`config.mk`:
```
export PLATFORM = sky130hd
export DESIGN_NAME = zsdram_rw_seq
export DESIGN_NICKNAME = d
export VERILOG_FILES = /design/src/rtl/zsdram_pkg.sv /design/src/rtl/zsdram_ref_timer.sv /design/src/rtl/zsdram_rw_seq.sv
export SDC_FILE = /design/constraint.sdc
export NUM_CORES = 1
export LEC_CHECK = 0
export CAP_MARGIN = 20
export CELL_PAD_IN_SITES_DETAIL_PLACEMENT = 1
export CELL_PAD_IN_SITES_GLOBAL_PLACEMENT = 1
export CORE_ASPECT_RATIO = 1.1
export CORE_MARGIN = 3
export CORE_UTILIZATION = 31
export CTS_CLUSTER_SIZE = 20
export DETAILED_ROUTE_END_ITERATION = 7
export PLACE_DENSITY = 0.82
export REMOVE_ABC_BUFFERS = 1
export SKIP_LAST_GASP = 1
export SLEW_MARGIN = 20
export SYNTH_ARGS = -nofsm -noshare
export SYNTH_HDL_FRONTEND = slang
export SYNTH_SLANG_ARGS = --single-unit
```
`constraint.sdc`:
```
create_clock -name clk -period 2.14 [get_ports clk]
set_clock_uncertainty 0.2 [all_clocks]
set_input_delay 0.428 -clock clk [delete_from_list [all_inputs] [get_ports clk]]
set_output_delay 0.428 -clock clk [all_outputs]
set_load 0.02 [all_outputs]
```
`src/rtl/zsdram_pkg.sv`:
```
// rtl/zsdram_pkg.sv - shared SDRAM command codes, request codes, address fields and sequencer states
//
// Contents:
//   CMD_*      : {cs_n, ras_n, cas_n, we_n} command encodings
//   RW_*       : rw_req codes from the read/write arbiter
//   *_MSB/LSB  : field positions inside rw_addr = {bank, row, col}
//   seq_state_t: sequencer state enum
//   addr_*()   : field extraction helpers, max_int() for sizing
package zsdram_pkg;

  localparam logic [3:0] CMD_NOP       = 4'b0111;
  localparam logic [3:0] CMD_ACTIVE    = 4'b0011;
  localparam logic [3:0] CMD_READ      = 4'b0101;
  localparam logic [3:0] CMD_WRITE     = 4'b0100;
  localparam logic [3:0] CMD_PRECHARGE = 4'b0010;
  localparam logic [3:0] CMD_AREF      = 4'b0001;
  localparam logic [3:0] CMD_MRS       = 4'b0000;

  localparam logic [1:0] RW_NONE  = 2'b00;
  localparam logic [1:0] RW_READ  = 2'b01;
  localparam logic [1:0] RW_WRITE = 2'b10;

  localparam int BA_MSB  = 23;
  localparam int BA_LSB  = 22;
  localparam int ROW_MSB = 21;
  localparam int ROW_LSB = 9;
  localparam int COL_MSB = 8;
  localparam int COL_LSB = 0;

  // A10 selects auto-precharge on READ/WRITE and all-bank on PRECHARGE
  localparam int A10_BIT = 10;

  typedef enum logic [2:0] {
    ST_IDLE,
    ST_REF,
    ST_ACT,
    ST_WR,
    ST_RD,
    ST_PRE,
    ST_DONE,
    ST_REL
  } seq_state_t;

  function automatic logic [1:0] addr_bank(input logic [23:0] a);
    return a[BA_MSB:BA_LSB];
  endfunction

  function automatic logic [12:0] addr_row(input logic [23:0] a);
    return a[ROW_MSB:ROW_LSB];
  endfunction

  function automatic logic [8:0] addr_col(input logic [23:0] a);
    return a[COL_MSB:COL_LSB];
  endfunction

  function automatic int max_int(input int a, input int b);
    return (a > b) ? a : b;
  endfunction

endpackage

```
`src/rtl/zsdram_ref_timer.sv`:
```
// rtl/zsdram_ref_timer.sv - refresh interval counter and pending-refresh flag
//
// Ports:
//   clk         in  : clock
//   rst         in  : synchronous active-high reset
//   init_done   in  : counter runs only once SDRAM init is complete
//   ref_clr     in  : sequencer has issued AUTO REFRESH, drop the request
//   ref_pending out : a refresh is owed
import zsdram_pkg::*;

module zsdram_ref_timer #(
  parameter int REF_CYCLES = 780
) (
  input  logic clk,
  input  logic rst,
  input  logic init_done,
  input  logic ref_clr,
  output logic ref_pending
);

  localparam int CW = $clog2(REF_CYCLES);

  logic [CW-1:0] ref_cnt;

  always_ff @(posedge clk) begin
    if (rst) begin
      ref_cnt     <= '0;
      ref_pending <= 1'b0;
    end else if (!init_done) begin
      ref_cnt <= '0;
    end else if (ref_cnt == CW'(REF_CYCLES - 1)) begin
      // A wrap always (re)asserts the flag; one flag means at most one owed refresh.
      // Set beats a same-cycle clear so a fresh interval is never lost.
      ref_cnt     <= '0;
      ref_pending <= 1'b1;
    end else begin
      ref_cnt <= ref_cnt + 1'b1;
      if (ref_clr) begin
        ref_pending <= 1'b0;
      end
    end
  end

endmodule

```
`src/rtl/zsdram_rw_seq.sv`:
```
// rtl/zsdram_rw_seq.sv - SDRAM read/write command sequencer with periodic auto refresh
//
// Ports:
//   clk, rst                 : clock, synchronous active-high reset
//   init_done                : SDRAM power-up sequence finished
//   rw_req[1:0], rw_addr[23:0]: request (01 rd, 10 wr) and {bank,row,col}
//   rd_done, wr_done         : one-cycle completion pulses
//   wr_data, wr_data_req     : show-ahead write FIFO word and its pop strobe
//   rd_data, rd_data_vld     : captured read words
//   sdr_cmd, sdr_ba, sdr_addr: registered SDRAM command/address pins
//   sdr_dq_out, sdr_dq_oe    : registered write data and output enable
//   sdr_dq_in                : DQ input
import zsdram_pkg::*;

module zsdram_rw_seq #(
  parameter int T_RCD      = 2,
  parameter int T_RP       = 2,
  parameter int T_WR       = 2,
  parameter int T_RFC      = 7,
  parameter int CL         = 3,
  parameter int BL         = 8,
  parameter int REF_CYCLES = 780
) (
  input  logic        clk,
  input  logic        rst,
  input  logic        init_done,
  input  logic [1:0]  rw_req,
  input  logic [23:0] rw_addr,
  output logic        rd_done,
  output logic        wr_done,
  input  logic [15:0] wr_data,
  output logic        wr_data_req,
  output logic [15:0] rd_data,
  output logic        rd_data_vld,
  output logic [3:0]  sdr_cmd,
  output logic [1:0]  sdr_ba,
  output logic [12:0] sdr_addr,
  output logic [15:0] sdr_dq_out,
  output logic        sdr_dq_oe,
  input  logic [15:0] sdr_dq_in
);

  // One shared wait counter; the read path counts through CAS latency plus the burst.
  localparam int TMR_MAX = max_int(max_int(T_RFC, BL + T_WR), CL + BL);
  localparam int TW      = $clog2(TMR_MAX + 1);

  seq_state_t    state;
  logic [TW-1:0] tmr;
  logic          is_wr;
  logic [1:0]    lat_ba;
  logic [8:0]    lat_col;
  logic          ref_clr;
  logic          ref_pending;

  zsdram_ref_timer #(
    .REF_CYCLES(REF_CYCLES)
  ) u_ref_timer (
    .clk        (clk),
    .rst        (rst),
    .init_done  (init_done),
    .ref_clr    (ref_clr),
    .ref_pending(ref_pending)
  );

  always_ff @(posedge clk) begin
    if (rst) begin
      state       <= ST_IDLE;
      tmr         <= '0;
      is_wr       <= 1'b0;
      lat_ba      <= '0;
      lat_col     <= '0;
      ref_clr     <= 1'b0;
      sdr_cmd     <= CMD_NOP;
      sdr_ba      <= '0;
      sdr_addr    <= '0;
      sdr_dq_out  <= '0;
      sdr_dq_oe   <= 1'b0;
      wr_data_req <= 1'b0;
      rd_data     <= '0;
      rd_data_vld <= 1'b0;
      rd_done     <= 1'b0;
      wr_done     <= 1'b0;
    end else begin
      // Commands and strobes are single-cycle unless a state re-asserts them.
      sdr_cmd     <= CMD_NOP;
      rd_data_vld <= 1'b0;
      rd_done     <= 1'b0;
      wr_done     <= 1'b0;
      ref_clr     <= 1'b0;
      tmr         <= tmr + 1'b1;

      // A word popped this cycle lands on the pins next cycle, so the output
      // enable is simply the pop strobe delayed by one.
      sdr_dq_oe <= wr_data_req;
      if (wr_data_req) begin
        sdr_dq_out <= wr_data;
      end

      case (state)
        ST_IDLE: begin
          tmr <= '0;
          if (init_done) begin
            if (ref_pending) begin
              sdr_cmd <= CMD_AREF;
              ref_clr <= 1'b1;
              state   <= ST_REF;
            end else if (rw_req == RW_READ || rw_req == RW_WRITE) begin
              is_wr    <= (rw_req == RW_WRITE);
              lat_ba   <= addr_bank(rw_addr);
              lat_col  <= addr_col(rw_addr);
              sdr_cmd  <= CMD_ACTIVE;
              sdr_ba   <= addr_bank(rw_addr);
              sdr_addr <= addr_row(rw_addr);
              state    <= ST_ACT;
            end
          end
        end

        ST_REF: begin
          if (tmr == TW'(T_RFC - 1)) begin
            state <= ST_IDLE;
          end
        end

        ST_ACT: begin
          // The FIFO pop leads the WRITE command by one cycle (needs T_RCD >= 2).
          if (is_wr && tmr == TW'(T_RCD - 2)) begin
            wr_data_req <= 1'b1;
          end
          if (tmr == TW'(T_RCD - 1)) begin
            tmr      <= '0;
            sdr_cmd  <= is_wr ? CMD_WRITE : CMD_READ;
            sdr_ba   <= lat_ba;
            sdr_addr <= {4'b0000, lat_col};
            state    <= is_wr ? ST_WR : ST_RD;
          end
        end

        ST_WR: begin
          if (tmr == TW'(BL - 2)) begin
            wr_data_req <= 1'b0;
          end
          if (tmr == TW'(BL + T_WR - 2)) begin
            tmr      <= '0;
            sdr_cmd  <= CMD_PRECHARGE;
            sdr_addr <= 13'(1 << A10_BIT);
            state    <= ST_PRE;
          end
        end

        ST_RD: begin
          if (tmr >= TW'(CL) && tmr <= TW'(CL + BL - 1)) begin
            rd_data     <= sdr_dq_in;
            rd_data_vld <= 1'b1;
          end
          // Precharge goes out with the last captured word; the burst is already on the bus.
          if (tmr == TW'(CL + BL - 1)) begin
            tmr      <= '0;
            sdr_cmd  <= CMD_PRECHARGE;
            sdr_addr <= 13'(1 << A10_BIT);
            state    <= ST_PRE;
          end
        end

        ST_PRE: begin
          if (tmr == TW'(T_RP - 1)) begin
            wr_done <= is_wr;
            rd_done <= !is_wr;
            state   <= ST_DONE;
          end
        end

        ST_DONE: begin
          state <= ST_REL;
        end

        ST_REL: begin
          // Wait for the arbiter to drop the request so it is not taken twice.
          if (rw_req == RW_NONE) begin
            state <= ST_IDLE;
          end
        end

        default: begin
          state <= ST_IDLE;
        end
      endcase
    end
  end

endmodule
```
==> out/qor.yml <==
floorplanning:
  fp.dieH_um: 120.7
  rows: 41
  initial_core_util_pct: 31.98
  dieArea_sq_mm: 0.01331
  pin_count: 117
  die_w_um: 110.3
  core-area_sq_mm: 0.01159
power:
  leakagePower_nw: 2.175
  powerDensity_mw_per_mm2: 1028
  finalPower_w: 0.005817
  vdd_drop_max_uv: 555.7
synthesis:
  synth_area_sq_mm: 0.003707
  yosys_warnings: 0
  syn_area_per_cell_sq_um: 9.506
  ys_types: 60
  yosys-top-cells-area: "dfxtp_1 46%, mux2i_1 13%, nor2_1 8.0%, a21oi_1 2.8%, a211oi_1 2.6%"
  synth_top_area_share_pct: 46.44
  ys_ff_latch: 86
  yosys_most_used_dff: "dfxtp_1"
  ys_async_sr_fraction_pct: 0
  postSynthCellCount: 390
  seq_area_frac_synth_pct: 46.44
  synth_edf_count: 0
  synth_top_cell_by_area: "dfxtp_1"
cts:
  htreeDepth: 3
  clk_pin_slew_ns: 0.06
  cts.path.max_buffers: 2
  cts_made_buffers: 9
  clk_latency_ns: 0.33
  cts_num_sinks: 86
  cts_root_buf: "clkbuf_16"
  cts_tree: "done"
global_routing:
  overflow: 0
  grt_pass1_wl_um: 18760
  gr-usage-all-layers_pct: 18.18
  first_global_vias: 3625
  grt_start_max_net_pins: 50
  antenna_found_initial: 0
cells_and_area:
  area_delta_synth_final_pct: 52.58
  instances_no_fill: 683
  nets: 598
  drive_above_1_share_pct: 17.26
  final_util_pct: 48.79
  diodes: 0
drt:
  ant_nets: 0
  first_pass_iters: 4
  drc: 0
  via_per_inst: 5.009
  num_vias: 3421
  drt_iter0_drc: 143
  wl_um: 12050
  drt-wirelength-per-cell_um: 17.65
worst_setup_path:
  critical_path_class: "register to register"
  cpMostUsedCell: "buf_4"
  r2r_cells: 9
  critPathMaxFanout: 3
  path_buf_inv: 3
  cp.required_ns: 2.15
  end_kind: "register"
  reg2reg_slack_ns: -0.06
  critPathSlowestCell: "dfxtp_2"
  r2r_start: "tmr[0]"
  crit_chain: "inv_2, ha_2, buf_4, nand3b_1, o2bb2ai_2, a2111oi_4, buf_4, mux2i_4, nor2_1"
  r2r-end: "state[0]"
  crit_family: "compound AO/OA/AOI/OAI gates"
  start_kind: "register"
  worstPathArrival_ns: 2.21
  slowest_delay_ns: 0.34
hold_path:
  hold_depth: 2
  hp-start: "rst"
  min_to: "u_ref_timer.ref_pending"
  min_path_type: "primary input to register"
sta:
  fin_crit_sh_pct: 102.8
  drv_slew: 0
  setup_ws_ns: -0.06082
  setup_viol_count_final: 1
  rsz0062_at_grt: "yes"
  tns_ns: -0.06082
  fmax_mhz: 454.4
  holdWs_ns: 0.2385
  hold_violations: 0
  period_needed_ns: 2.201
status:
  status: "finished with violations"
  failed_checks: "setup timing"
placed_design:
  place.gp.congestion: 0.9037
  dp_hpwl_um: 8622
  numPortBuffers: 115
  dp.cells: 661
job:
  max_cap_viol_count: 0
Yosys cell counts, types with 2 or more instances:
master,count
nand4_1,3
a22oi_1,2
a211oi_1,13
ha_1,7
or4b_1,3
nor4_1,2
dfxtp_1,86
or4_1,2
o21bai_1,2
a32oi_1,8
inv_1,9
clkbuf_1,10
nand2_1,15
o21ai_0,10
buf_2,6
and2_1,2
buf_6,5
nand3_1,2
and3b_1,2
xor2_1,8
nand3b_1,2
a21o_1,3
nor3b_1,3
a21oi_1,21
clkbuf_4,2
mux2i_1,47
buf_4,2
nor2_1,79
xnor2_1,3
cells by family (layout without fill, tap and decap cells):
| family | after synthesis | count (layout) | synth area share [%] |
|---|---|---|---|
| AOI/OAI and AO/OA | 74 | 74 | 13.84 |
| xor gates and xnor gates | 11 | 11 | 2.599 |
| adders and majority gates | 7 | 7 | 2.362 |
| buffers and inverters | 35 | 178 | 5.298 |
| DFF | 86 | 86 | 46.44 |
| muxes | 47 | 47 | 12.69 |
| other | 1 | 1 | 0.1012 |
| and+or+nand+nor | 129 | 129 | 16.67 |
state kept, by name, indices dropped and copies added (netlist names), 2 cells and up:
| signal | cells |
|---|---|
| lat_col | 9 |
| u_ref_timer.ref_cnt | 10 |
| state | 3 |
| sdr_addr | 13 |
| lat_ba | 2 |
| rd_data | 16 |
| tmr | 4 |
| sdr_dq_out | 16 |
| sdr_cmd | 3 |
| sdr_ba | 2 |
placed cells by master (no fill, tap or decap), types with 2 or more instances in the layout:
master	n
dfxtp_2	4
bufinv_16	2
or4_4	2
a21oi_2	2
nand2_1	15
or4b_1	2
nand3_1	2
inv_1	5
a21oi_1	19
inv_2	4
mux2i_1	46
clkbuf_16	9
ha_1	4
dfxtp_1	81
nor2_1	78
o21ai_0	9
clkdlybuf4s50_1	112
a211oi_1	12
a32oi_1	8
nor4_1	2
nand3b_1	2
and3b_2	3
o21bai_1	2
and2_1	2
buf_12	3
ha_4	2
xnor2_1	3
xor2_1	8
nor3b_1	2
o21ai_2	2
nand4_1	3
a21o_1	3
a22oi_1	2
buf_4	36
power breakdown:
part           switching (W)  leakage [nW]  internal [W]
registers           0.000172         0.700       0.00179
clock network       0.000595         0.148       0.00101
logic                0.00117          1.33       0.00108
final cells by class:
cell class | instances | area [sq um]
sequential | 86 | 1730
inverter | 9 | 33.78
tap | 150 | 187.7
timing repair buffer | 155 | 1486
clock inverter | 4 | 73.82
fill | 1331 | 5937
multi-input combinational | 269 | 1916
clock buffer | 10 | 229.0
worst max path at each step:
stage	start	end	slack (ns)	cells past startpoint
after detailed placement	rw_req[1]	sdr_addr[10]	-0.88	8
after global placement	rw_req[1]	sdr_addr[10]	-0.69	8
final	tmr[0]	state[0]	-0.06	9
after global routing	tmr[0]	state[0]	-0.14	9
after CTS	tmr[0]	state[0]	0.01	9
after floorplan	state[1]	state[0]	-0.39	5
layer usage:
metal,wire (um),GRT usage [%]
met4,224,5.620
met5,0,0
met2,6535,32.09
met3,630,4.431
met1,4663,21.42
metrics by stage:
| step | cell area (sq um) | worst slack [ns] |
|---|---|---|
| final | 5657 | -0.06082 |
| after global routing | 5657 | -0.1351 |
| after CTS | 5562 | 0.01456 |
| after detailed placement | 5161 | -0.8758 |
| after global placement | 5161 | -0.6930 |
| after floorplan | 3545 | -0.3905 |
timing repair:
action	CTS	global route
endpoints found under the setup margin	15	16
buffers inserted	5	3
gates resized for setup	24	14
hold buffers	0	0
pin swaps	10	3
Note: power is estimated with default switching activity, not from simulation.
